## src/rtl/merge_fifo_if.sv

```systemverilog
// Handshake bundle between a merge_fifo and its writer/reader.
// count exists only when MERGE_FIFO_COUNT_EN is defined.
interface merge_fifo_if #(
    parameter int DATA_W = 32,
    parameter int ADDR_W = 4
);
    logic [DATA_W-1:0] din;
    logic              enq;
    logic              full;
    logic [DATA_W-1:0] dout;
    logic              valid;
    logic              deq;
    logic              flush;
`ifdef MERGE_FIFO_COUNT_EN
    logic [ADDR_W:0]   count;
`endif

    modport master (
        output din, enq, deq, flush,
`ifdef MERGE_FIFO_COUNT_EN
        input  count,
`endif
        input  full, dout, valid
    );

    modport slave (
        input  din, enq, deq, flush,
`ifdef MERGE_FIFO_COUNT_EN
        output count,
`endif
        output full, dout, valid
    );
endinterface

```

## src/rtl/merge_fifo.sv

```systemverilog
// First-word-fall-through queue on each merge tree edge.
// Optional occupancy port: define MERGE_FIFO_COUNT_EN.
module merge_fifo #(
    parameter int DATA_W = 32,
    parameter int ADDR_W = 4
) (
    input  logic         clk,
    input  logic         rst_n,
    merge_fifo_if.slave  bus
);
    localparam int DEPTH_N = 2 ** ADDR_W;
    localparam logic [ADDR_W:0] DEPTH = {1'b1, {ADDR_W{1'b0}}};

    logic [DATA_W-1:0] mem [DEPTH_N];
    logic [ADDR_W-1:0] wr_ptr;
    logic [ADDR_W-1:0] rd_ptr;
    logic [ADDR_W:0]   occ;
    logic [ADDR_W:0]   occ_nxt;
    logic              wr_ok;
    logic              rd_ok;
    logic              full;
    logic              valid;

    // Status is derived from registered state only, keeping the
    // comparator interlock free of combinational loops.
    assign full  = (occ == DEPTH);
    assign valid = (occ != '0);
    assign wr_ok = bus.enq & ~full;
    assign rd_ok = bus.deq & valid;

    assign bus.full  = full;
    assign bus.valid = valid;
    assign bus.dout  = valid ? mem[rd_ptr] : '0;
`ifdef MERGE_FIFO_COUNT_EN
    assign bus.count = occ;
`endif

    always_comb begin
        occ_nxt = occ;
        unique case (1'b1)
            (wr_ok && !rd_ok): occ_nxt = occ + (ADDR_W+1)'(1);
            (rd_ok && !wr_ok): occ_nxt = occ - (ADDR_W+1)'(1);
            default: ;
        endcase
    end

    always_ff @(posedge clk or negedge rst_n) begin
        if (!rst_n) begin
            wr_ptr <= '0;
            rd_ptr <= '0;
            occ    <= '0;
        end else if (bus.flush) begin
            wr_ptr <= '0;
            rd_ptr <= '0;
            occ    <= '0;
        end else begin
            if (wr_ok) wr_ptr <= wr_ptr + ADDR_W'(1);
            if (rd_ok) rd_ptr <= rd_ptr + ADDR_W'(1);
            occ <= occ_nxt;
        end
    end

    // Storage is never cleared; stale words are masked by valid.
    always_ff @(posedge clk) begin
        if (wr_ok && !bus.flush) mem[wr_ptr] <= bus.din;
    end
endmodule

```

## src/flat_wrapper.sv

```systemverilog
// flat-port wrapper written by rule: the top's interface ports become plain ports
module merge_fifo_flat 
#(
    parameter int DATA_W = 32,
    parameter int ADDR_W = 4
)
  (clk, rst_n, bus_din, bus_enq, bus_deq, bus_flush, bus_full, bus_dout, bus_valid);
  merge_fifo_if #(.DATA_W(DATA_W), .ADDR_W(ADDR_W)) bus_i ();
  input  logic clk;
  input  logic rst_n;
  input wire logic [$bits(bus_i.din)-1:0] bus_din;
  input wire logic [$bits(bus_i.enq)-1:0] bus_enq;
  input wire logic [$bits(bus_i.deq)-1:0] bus_deq;
  input wire logic [$bits(bus_i.flush)-1:0] bus_flush;
  output wire logic [$bits(bus_i.full)-1:0] bus_full;
  output wire logic [$bits(bus_i.dout)-1:0] bus_dout;
  output wire logic [$bits(bus_i.valid)-1:0] bus_valid;
  assign bus_i.din = bus_din;
  assign bus_i.enq = bus_enq;
  assign bus_i.deq = bus_deq;
  assign bus_i.flush = bus_flush;
  assign bus_full = bus_i.full;
  assign bus_dout = bus_i.dout;
  assign bus_valid = bus_i.valid;
  merge_fifo #(.DATA_W(DATA_W), .ADDR_W(ADDR_W)) u_core (.clk(clk), .rst_n(rst_n), .bus(bus_i));
endmodule
```

## config.mk

```make
export PLATFORM = sky130hd
export DESIGN_NAME = merge_fifo_flat
export DESIGN_NICKNAME = d
export VERILOG_FILES = /design/src/rtl/merge_fifo_if.sv /design/src/rtl/merge_fifo.sv /design/src/flat_wrapper.sv
export SDC_FILE = /design/constraint.sdc
export NUM_CORES = 1
export LEC_CHECK = 0
export CORE_ASPECT_RATIO = 0.8
export CORE_UTILIZATION = 30
export CTS_CLUSTER_DIAMETER = 80
export CTS_CLUSTER_SIZE = 14
export DETAILED_ROUTE_END_ITERATION = 10
export GPL_TIMING_DRIVEN = 0
export PLACE_DENSITY = 0.47
export SLEW_MARGIN = 25
export SYNTH_ARGS = -nofsm -noshare
export SYNTH_HDL_FRONTEND = slang
export SYNTH_SLANG_ARGS = --single-unit
```

## constraint.sdc

```tcl
create_clock -name clk -period 4.4 [get_ports clk]
set_input_delay 0.88 -clock clk [delete_from_list [all_inputs] [get_ports clk]]
set_output_delay 0.88 -clock clk [all_outputs]
set_load 0.02 [all_outputs]
```

==> results.yml <==
run_status:
  outcome: "finished clean"
yosys:
  avgSynthCellArea_um2: 22.71
  yosysUniqueCellTypes: 32
  synth-seq-area-share_pct: 77.59
  synthCells: 891
  synth_top_area_share_pct: 75.98
  synth_seq_cells: 525
  synthTopCellsByArea: "edfxtp_1 76%, mux4_2 14%, mux2i_1 3.4%"
  synthTopCellsByCount: "512 x edfxtp_1, 128 x mux4_2, 68 x mux2i_1"
  synth_top_flop_cell: "edfxtp_1"
  synth_edf_count: 512
  synth_top_area_cell: "edfxtp_1"
  synth_area_um2: 20230
  async_reset_ff_share_pct: 2.476
  synth_fp_nets: 935
  ys_warn_count: 0
  yosysMostFrequentCell: "edfxtp_1"
finish:
  area_growth_pct: 19.05
  num-fill-cells: 6042
  num_antenna_cells: 0
  regArea_um2: 15700
  fin_nets: 1079
  final_layout_size_suffix_gt1_share_pct: 25.48
  multi_input_area_um2: 4439
detailed_routing:
  dr.pass1.iters: 5
  ant_nets: 0
  drc: 0
  wl_met1_mm: 23.02
  highest_layer: "met5"
  vias_per_cell: 4.880
  dr_total_vias: 9292
  first_iter_violations: 694
  met3RoutedLength_mm: 1.858
  route.met2.wl_mm: 21.76
  wl_per_cell_um: 24.84
  wirelength_mm: 47.30
setup_path:
  cp.required_ns: 3.52
  worstSetupStartpoint: "u_core.rd_ptr[0]"
  crit_arrival_ns: 3.32
  crit_fanout: 10
  r2r_cells: 9
  start_kind: "register"
  path_class: "register to output pin"
  r2r_start: "u_core.occ[0]"
  critPathCaptureType: "output pin"
die:
  die_y_um: 234.3
  start_util_pct: 30.56
  core_um2: 66210
  die-area_um2: 68500
  io-pin-count: 71
  rows: 84
  fp.dieW_um: 292.4
pwr:
  p_per_area_nw_per_um2: 503.4
  p_leak_nw: 7.182
  ir_drop_v: 0.0002474
clock_tree:
  cts_buffer_depth: 3
  cts_root_buf: "clkbuf_16"
  clk_pin_slew_ns: 0.07
  cts_tree: "built"
  clock-sinks: 525
  h-tree-depth: 2
  hold_buffers: 0
  clock_latency_ns: 0.56
  cts_made_buffers: 43
timing:
  setup_viol: 0
  finalHoldViolCount: 0
  period_needed_ns: 4.200
  maxSlewHeadroom_pct: 28.47
  rsz0062_at_grt: "false"
  finalMaxSlewViolations: 0
  fin_crit_sh_pct: 95.46
  setup_tns_ns: 0
  skew_ns: 0.01555
  worstMarginPinSlew_ns: 1.073
  hold_ws_ns: 0.5746
  max_freq_mhz: 238.1
min_path:
  hp-start: "u_core.rd_ptr[3]"
  min_path_type: "register to register"
  whs_path_depth: 2
flow_run:
  drv_cap: 0
placement:
  hpwl_mm: 31.17
  gp_congestion: 0.7217
  numPortBuffers: 68
global_routing:
  grtUsageTotal_pct: 14.09
  grt_pass1_wl_mm: 69.45
  grt_pass1_vias: 9760
  grt_max_degree: 18
  antenna_found_initial: 2
  globalRoute.totalOverflow: 0
-- stage by stage --
stage	power, W	instance area (um2)	instances	util [%]	setup slack [ns]
2_1_floorplan	0.007553	20230	891	-	1.058
3_3_place_gp	0.008787	21990	1819	33.21	-1.523
3_5_place_dp	0.008828	22890	1850	34.58	0.4262
4_1_cts	0.01233	24070	1904	36.36	0.03887
5_1_grt	0.01265	24090	1904	36.38	0.01774
6_report	0.01213	24090	1904	36.38	0.1996
-- per-layer routing --
layer / global-route usage [%] / up-vias
li1: - / 4019
met1: 20.93 / 5057
met2: 21.94 / 163
met3: 2.360 / 49
met4: 2.503 / 4
met5: 0 / -
-- state kept, by name, indices dropped and copies added (netlist names) --
register,cells
u_core.mem,512
u_core.occ,5
u_core.rd_ptr,4
u_core.wr_ptr,4
-- cells in the final DEF (no fill, tap or decap), types with 2 or more instances in the layout --
cell and n:
edfxtp_1 512, mux4_2 128, clkdlybuf4s50_1 68, mux2i_1 67
clkbuf_16 44, o22ai_1 32, buf_16 22, buf_2 19
nor2_4 16, clkbuf_1 14, nor2_1 13, dfrtp_1 13
nand2_1 12, clkbuf_2 11, buf_12 8, xor2_1 7
ha_1 7, inv_1 5, a21oi_1 5, clkbuf_4 4
nand2b_1 3, buf_1 3, xnor2_1 3, nand3_1 3
buf_4 2, nand3b_1 2, or3_1 2, o21ai_0 2
inv_6 2
-- power by group --
group          switching, W  leakage [nW]  internal [W]  total (W)
registers         0.0000562          4.79       0.00558    0.00563
clock network       0.00167         0.566       0.00180    0.00347
logic               0.00166          1.83       0.00136    0.00302
-- critical path, stage by stage, from the launching register on --
cell and delay [ns]:
dfrtp_1 0.35, clkbuf_1 0.23, buf_2 0.28, buf_2 0.44, mux4_2 0.57, mux2i_1 0.15
o22ai_1 0.17, clkdlybuf4s50_1 0.58
-- path summary, 6_finish.rpt --
| check | endpoint | slack, ns |
|---|---|---|
| worst max-delay path | bus_dout[13] | 0.20 |
| worst min-delay path | u_core.rd_ptr[3] | 0.57 |
| worst max register to register | u_core.occ[4] | 1.43 |
| worst min register to register | u_core.rd_ptr[3] | 0.57 |
| max in group asynchronous | u_core.rd_ptr[2] | 3.26 |
| min in group asynchronous | u_core.wr_ptr[1] | 0.72 |
-- cell families (layout without fill, tap and decap cells) --
group / count (synthesis) / in the layout / share of synthesized area [%]
XOR/XNOR: 10 / 10 / 0.4329
AO/OA/AOI/OAI: 44 / 44 / 1.472
multiplexers: 196 / 196 / 17.61
AND/OR/NAND/NOR: 58 / 58 / 1.379
flip-flops: 525 / 525 / 77.59
adder cells (fa/ha/maj): 7 / 7 / 0.4328
buffers and inverters: 51 / 204 / 1.082
-- layout make-up --
class	count	area share (%)
clock buffer	51	4.680
buffer	46	0.9661
sequential	525	65.17
timing repair buffer	99	6.067
multi-input combinational	315	18.43
clock inverter	3	0.1402
inverter	5	0.07791
tap	860	4.467
-- what timing repair did --
| item | 4_1_cts | 5_1_grt |
|---|---|---|
| gates resized for setup | 13 | 6 |
| endpoints found under the hold margin | 0 | 0 |
| buffers inserted | 0 | 0 |
| endpoints found under the setup margin | 29 | 14 |
Power figures use the tool's default switching activity.
